[src/rtl/adder_arbiter.sv]
// adder_arbiter: two-requester round-robin accumulator.
// A granted requester streams operands (valid/ready, last marks the end of a job);
// the operands are summed modulo 2^WIDTH by a single CLA, and the job result is
// presented with a valid/ready handshake.
// Ports:
//   i_clk, i_rst                      clock, synchronous active-high reset
//   i_reqN_valid/data/last, o_reqN_ready  operand streams from requesters 0 and 1
//   o_valid, o_sum, o_id, o_ovf, o_beats  job result (sum, owner, sticky carry, beat count)
//   i_ready                           downstream accepts result

// Carry-lookahead adder: every carry is flattened from generate/propagate terms.
module CLA_nbit #(
    parameter int unsigned WIDTH = 32
) (
    input  logic [WIDTH-1:0] i_a,
    input  logic [WIDTH-1:0] i_b,
    input  logic             i_carry,
    output logic [WIDTH-1:0] o_sum,
    output logic             o_carry
);
    logic [WIDTH-1:0] gen;
    logic [WIDTH-1:0] prop;
    logic [WIDTH:0]   carry;

    assign gen  = i_a & i_b;
    assign prop = i_a ^ i_b;

    // Each carry is expanded directly from the operand bits below it.
    always_comb begin
        logic cc;
        carry = '0;
        carry[0] = i_carry;
        for (int i = 0; i < int'(WIDTH); i++) begin
            cc = i_carry;
            for (int j = 0; j <= i; j++) begin
                cc = gen[j] | (prop[j] & cc);
            end
            carry[i+1] = cc;
        end
    end

    assign o_sum   = prop ^ carry[WIDTH-1:0];
    assign o_carry = carry[WIDTH];
endmodule

module adder_arbiter #(
    parameter int unsigned WIDTH = 32
) (
    input  logic             i_clk,
    input  logic             i_rst,
    input  logic             i_req0_valid,
    input  logic [WIDTH-1:0] i_req0_data,
    input  logic             i_req0_last,
    output logic             o_req0_ready,
    input  logic             i_req1_valid,
    input  logic [WIDTH-1:0] i_req1_data,
    input  logic             i_req1_last,
    output logic             o_req1_ready,
    output logic             o_valid,
    output logic [WIDTH-1:0] o_sum,
    output logic             o_id,
    output logic             o_ovf,
    output logic [7:0]       o_beats,
    input  logic             i_ready
);
    localparam int unsigned BEATS_W = 8;
    localparam logic [BEATS_W-1:0] BEATS_MAX = '1;

    typedef enum logic [1:0] {
        IDLE  = 2'd0,
        ACCUM = 2'd1,
        DONE  = 2'd2
    } state_t;

    state_t             state_q, state_d;
    logic               grant_q, grant_d;
    logic               last_served_q, last_served_d;
    logic [WIDTH-1:0]   acc_q, acc_d;
    logic               ovf_q, ovf_d;
    logic [BEATS_W-1:0] beats_q, beats_d;
    logic               valid_q, valid_d;
    logic               ready0_q, ready0_d;
    logic               ready1_q, ready1_d;

    logic               g_valid;
    logic               g_last;
    logic [WIDTH-1:0]   g_data;
    logic [WIDTH-1:0]   cla_sum;
    logic               cla_cout;

    // Granted requester's stream; the other side is never looked at.
    assign g_valid = grant_q ? i_req1_valid : i_req0_valid;
    assign g_last  = grant_q ? i_req1_last  : i_req0_last;
    assign g_data  = grant_q ? i_req1_data  : i_req0_data;

    CLA_nbit #(.WIDTH(WIDTH)) u_cla (
        .i_a     (acc_q),
        .i_b     (g_data),
        .i_carry (1'b0),
        .o_sum   (cla_sum),
        .o_carry (cla_cout)
    );

    // Next-state, arbitration and accumulation.
    always_comb begin
        state_d       = state_q;
        grant_d       = grant_q;
        last_served_d = last_served_q;
        acc_d         = acc_q;
        ovf_d         = ovf_q;
        beats_d       = beats_q;

        unique case (state_q)
            IDLE: begin
                if (i_req0_valid || i_req1_valid) begin
                    // Both pending: the side not served last wins.
                    if (i_req0_valid && i_req1_valid) grant_d = ~last_served_q;
                    else                              grant_d = i_req1_valid;
                    acc_d   = '0;
                    ovf_d   = 1'b0;
                    beats_d = '0;
                    state_d = ACCUM;
                end
            end
            ACCUM: begin
                if (g_valid) begin
                    acc_d   = cla_sum;
                    ovf_d   = ovf_q | cla_cout;
                    beats_d = (beats_q == BEATS_MAX) ? BEATS_MAX : beats_q + BEATS_W'(1);
                    if (g_last) state_d = DONE;
                end
            end
            DONE: begin
                if (i_ready) begin
                    last_served_d = grant_q;
                    state_d       = IDLE;
                end
            end
            default: state_d = IDLE;
        endcase

        // Handshake outputs are registered from the next state.
        valid_d  = (state_d == DONE);
        ready0_d = (state_d == ACCUM) && !grant_d;
        ready1_d = (state_d == ACCUM) &&  grant_d;
    end

    // State register; last_served resets to 1 so requester 0 wins first.
    always_ff @(posedge i_clk) begin
        if (i_rst) begin
            state_q       <= IDLE;
            grant_q       <= 1'b0;
            last_served_q <= 1'b1;
            acc_q         <= '0;
            ovf_q         <= 1'b0;
            beats_q       <= '0;
            valid_q       <= 1'b0;
            ready0_q      <= 1'b0;
            ready1_q      <= 1'b0;
        end else begin
            state_q       <= state_d;
            grant_q       <= grant_d;
            last_served_q <= last_served_d;
            acc_q         <= acc_d;
            ovf_q         <= ovf_d;
            beats_q       <= beats_d;
            valid_q       <= valid_d;
            ready0_q      <= ready0_d;
            ready1_q      <= ready1_d;
        end
    end

    assign o_valid      = valid_q;
    assign o_sum        = acc_q;
    assign o_id         = grant_q;
    assign o_ovf        = ovf_q;
    assign o_beats      = beats_q;
    assign o_req0_ready = ready0_q;
    assign o_req1_ready = ready1_q;
endmodule

[config.mk]
export PLATFORM = sky130hd
export DESIGN_NAME = adder_arbiter
export DESIGN_NICKNAME = d
export VERILOG_FILES = /design/src/rtl/adder_arbiter.sv
export SDC_FILE = /design/constraint.sdc
export NUM_CORES = 1
export LEC_CHECK = 0
export ABC_AREA = 0
export CORE_MARGIN = 4
export CORE_UTILIZATION = 25
export DETAILED_ROUTE_END_ITERATION = 7
export GPL_TIMING_DRIVEN = 0
export HOLD_SLACK_MARGIN = 0.02
export PLACE_DENSITY_LB_ADDON = 0.12
export SYNTH_ARGS = -nofsm -noshare
export SYNTH_HDL_FRONTEND = slang
export SYNTH_SLANG_ARGS = --single-unit
[constraint.sdc]
create_clock -name i_clk -period 15.99 [get_ports i_clk]
set_clock_uncertainty 0.15 [all_clocks]
set_input_delay 3.198 -clock i_clk [delete_from_list [all_inputs] [get_ports i_clk]]
set_output_delay 3.198 -clock i_clk [all_outputs]
set_load 0.02 [all_outputs]
==> metrics.md <==
| Metric | Value |
|---|---|
| Syn-to-layout area delta | `52.2%` |
| Switch Pwr | `about 0.11 mW` |
| DP Cell Count | `590` |
| Die W | `118 um` |
| Leak | `1.43 nW` |
| Number of nets in the layout | `around 560` |
| Chip height | `between 100 and 150 um` |
| Largest net degree at the start of global routing | `16` |
| Post-synth EDFFs | `0` |
| Post-synthesis cell type count | `34` |
| Post-place instance area | `4350 sq um` |
| Clk_lat worst skew | `290 ps` |
| Syn nets | `436` |
| Worst setup EP type | `flop` |
| Vias in the first global route | `about 2800` |
| Synth top area cells | `dfxtp_1 32%, fa_1 21%, mux2i_1 10%, a21oi_1 6.6%, or3_1 6.4%` |
| Syn Inst Count | `332` |
| Root buffer cell | `clkbuf_16` |
| Vias per cell | `4.52` |
| Max-Cap Viols | `0` |
| FF+latch count, synth | `48` |
| Most common cell on crit path | `fa_2` |
| Setup TNS Final | `0 ps` |
| Int Power | `0.256 mW` |
| Crit Path Max Fanout | `1` |
| Fin crit period | `15640 ps` |
| FF+latch area | `between 900 and 1000 sq um` |
| Min Hold Slack | `316 ps` |
| Sequential Power Share | `36.5%` |
| First-pass GRT wire length | `roughly 15 mm` |
| Sequential area share after synthesis | `around a third` |
| Final setup vio count | `0` |
| Final Cell Area | `4600 sq um` |
| Max Fclk | `roughly 64 MHz` |
| # DRC | `0` |
| Post-synth ARST share | `0%` |
| Worst EP arrival | `15650 ps` |
| Number of max-slew violations in the final report | `0` |
| Filler cell count | `1197` |
| Crit path buf inv count | `2` |
| Final Cycle Share | `97.8%` |
| Top-level I/O count | `116` |
| Run status | `finished, final reports clean` |
| Synth Cell Area | `~3000 sq um` |
| Relative slew slack | `61.4%` |
| Placement Setup Slack | `-1140 ps` |
| Final ANT Viol Nets | `0` |
| Worst setup margin | `around 350 ps` |
| Initial antenna violation count | `0` |
| CTS tree | `built` |
| Detailed router's first-iteration violation count | `83` |
| DPL Wire Length | `7.17 mm` |
| Final Non-Filler Cells | `598` |
| Footprint of the multi-input gates | `slightly below 2000 sq um` |
| Routed vias | `2701` |
| Final Hold Vio Count | `0` |
| All-Layer GR Usage | `13.3%` |
| Longest Clk Path Bufs | `2` |
| CP peak stage delay | `between 500 and 600 ps` |
| CTS Buf Count | `5` |
| Worst Tran Pin Value | `579 ps` |
| Hold WC Path Type | `flop to flop` |
| Startpoint Class | `input pin` |
| ANT cells | `0` |
| Overflow left after global routing | `0` |
| Syn Area/Cell | `9.10 sq um` |
| Clock slew at reported path FFs | `70 ps` |
| Yosys warns | `0` |
| Sw Ratio | `29.2%` |
| Total wire length | `9.22 mm` |
| Rows | `39` |
| Pre-antenna DRT Iters | `4` |
| Routed len/inst | `15.4 um` |
| Logic gate share of total power | `roughly 29%` |
| RSZ-0062 raised after global routing | `no` |
| Design Power | `0.361 mW` |
| Fin util | `39.6%` |
| Final GP Congestion | `0.748` |
| Die area | `around 14000 sq um` |
| Cts hold-fix bufs | `0` |
| Share of cells above drive strength 1 | `9.45%` |
| Worst VDD drop | `0.0498 mV` |
| Proportion of power drawn by the clock network | `34.7%` |
| Crit-path leading delay family | `adder cells` |
| Slowest CP cell | `fa_2` |
| Top-count cell post-synth | `dfxtp_1` |
| Initial Util | `26.0%` |
| Top FF cell, synth | `dfxtp_1` |
| Placeable Area | `11600 sq um` |
| Critical path class | `input pin to flop` |
| # port buffers | `roughly 120` |
| H-tree Lvls | `2` |
| Post-synth top area cell | `dfxtp_1` |
| Top cell type's share of synthesized area | `about a third` |
| Pwr dens | `78.5 nW/um^2` |
| Top cells by count, synth | `48 x dfxtp_1, 40 x a21oi_1, 37 x nand2_1` |
| Worst Path Required | `16000 ps` |
| CTS sink cnt | `48` |
## cells in the final DEF, fill, tap and decap left out, types with 2 or more instances in the layout
| cell | netlist | layout |
|---|---|---|
| a211o_1 | 2 | 2 |
| a21oi_1 | 40 | 40 |
| a31oi_1 | 2 | 2 |
| buf_2 | 6 | 6 |
| clkbuf_1 | 14 | 14 |
| clkbuf_16 | 0 | 5 |
| clkdlybuf4s50_1 | 0 | 115 |
| dfxtp_1 | 48 | 48 |
| fa_1 | 31 | 5 |
| fa_2 | 0 | 26 |
| ha_1 | 2 | 2 |
| inv_1 | 33 | 33 |
| mux2i_1 | 31 | 31 |
| nand2_1 | 37 | 37 |
| nand2b_1 | 4 | 4 |
| nand3_1 | 5 | 5 |
| nor2_1 | 11 | 11 |
| nor2b_1 | 5 | 5 |
| nor3_1 | 4 | 3 |
| nor3b_1 | 3 | 3 |
| o21ai_0 | 8 | 8 |
| or3_1 | 31 | 31 |
## final cells by class
type                    instances  area share (%)
flip-flops and latches         48            20.9
clock buffers                   6            3.02
inverters                      33            2.69
clock inverters                 2           0.844
multi-input cells             231            41.8
repair buffers                115            25.0
well taps                     143            3.89
plain buffers                  20            1.80
## final timing paths
check,start,endpoint,slack (ps),cells after the start
setup / recovery,i_req0_data[0],o_sum[31],350,37
hold reg to reg,o_sum[26],o_sum[26],320,2
hold / removal,o_sum[26],o_sum[26],320,2
setup reg to reg,o_id,o_sum[31],2530,36
## tightest hold or removal path, delay by kind of cell (launching register included)
family / cells / cell delay [ps]
AND/OR/NAND/NOR: 1 / 50
AO/OA/AOI/OAI: 1 / 50
flip-flops: 1 / 320
## power groups by stage
stage / Combinational (mW) / Clock [mW] / Sequential [mW]
floorplan: 0.0472 / 0 / 0.142
global placement: 0.102 / 0 / 0.134
detailed placement: 0.103 / 0 / 0.135
CTS: 0.106 / 0.132 / 0.132
global route: 0.117 / 0.135 / 0.133
finish: 0.104 / 0.125 / 0.132
## repair_timing
item                                    CTS  global route
pin swaps                                 3             2
setup buffers                             0             0
endpoints found under the setup margin    4             3
endpoints found under the hold margin     0             0
resized for setup                        22             5
## registers in the layout, summed over array words and instances, names as in the netlist
register and count:
last_served_q 1, o_beats 8, o_id 1, o_ovf 1, o_req0_ready 1, o_req1_ready 1
o_sum 32, o_valid 1, state_q 2
## kinds of logic after synthesis
group	share of synthesized area (%)
and+or+nand+nor	17.5
AOI/OAI and AO/OA	11.4
buffers and inverters	6.84
DFF	31.8
muxes	11.1
adders and majority gates	21.4
## metal layers
layer / GRT usage [%] / part of all wire, % / routed length, um
met1: 16.7 / 44 / 4090
met2: 22.7 / 49 / 4540
met3: 3.80 / 5.2 / 476
met4: 2.93 / 1.2 / 110
met5: 0 / 0 / 0
No activity file was read; power rests on OpenSTA's default activity.
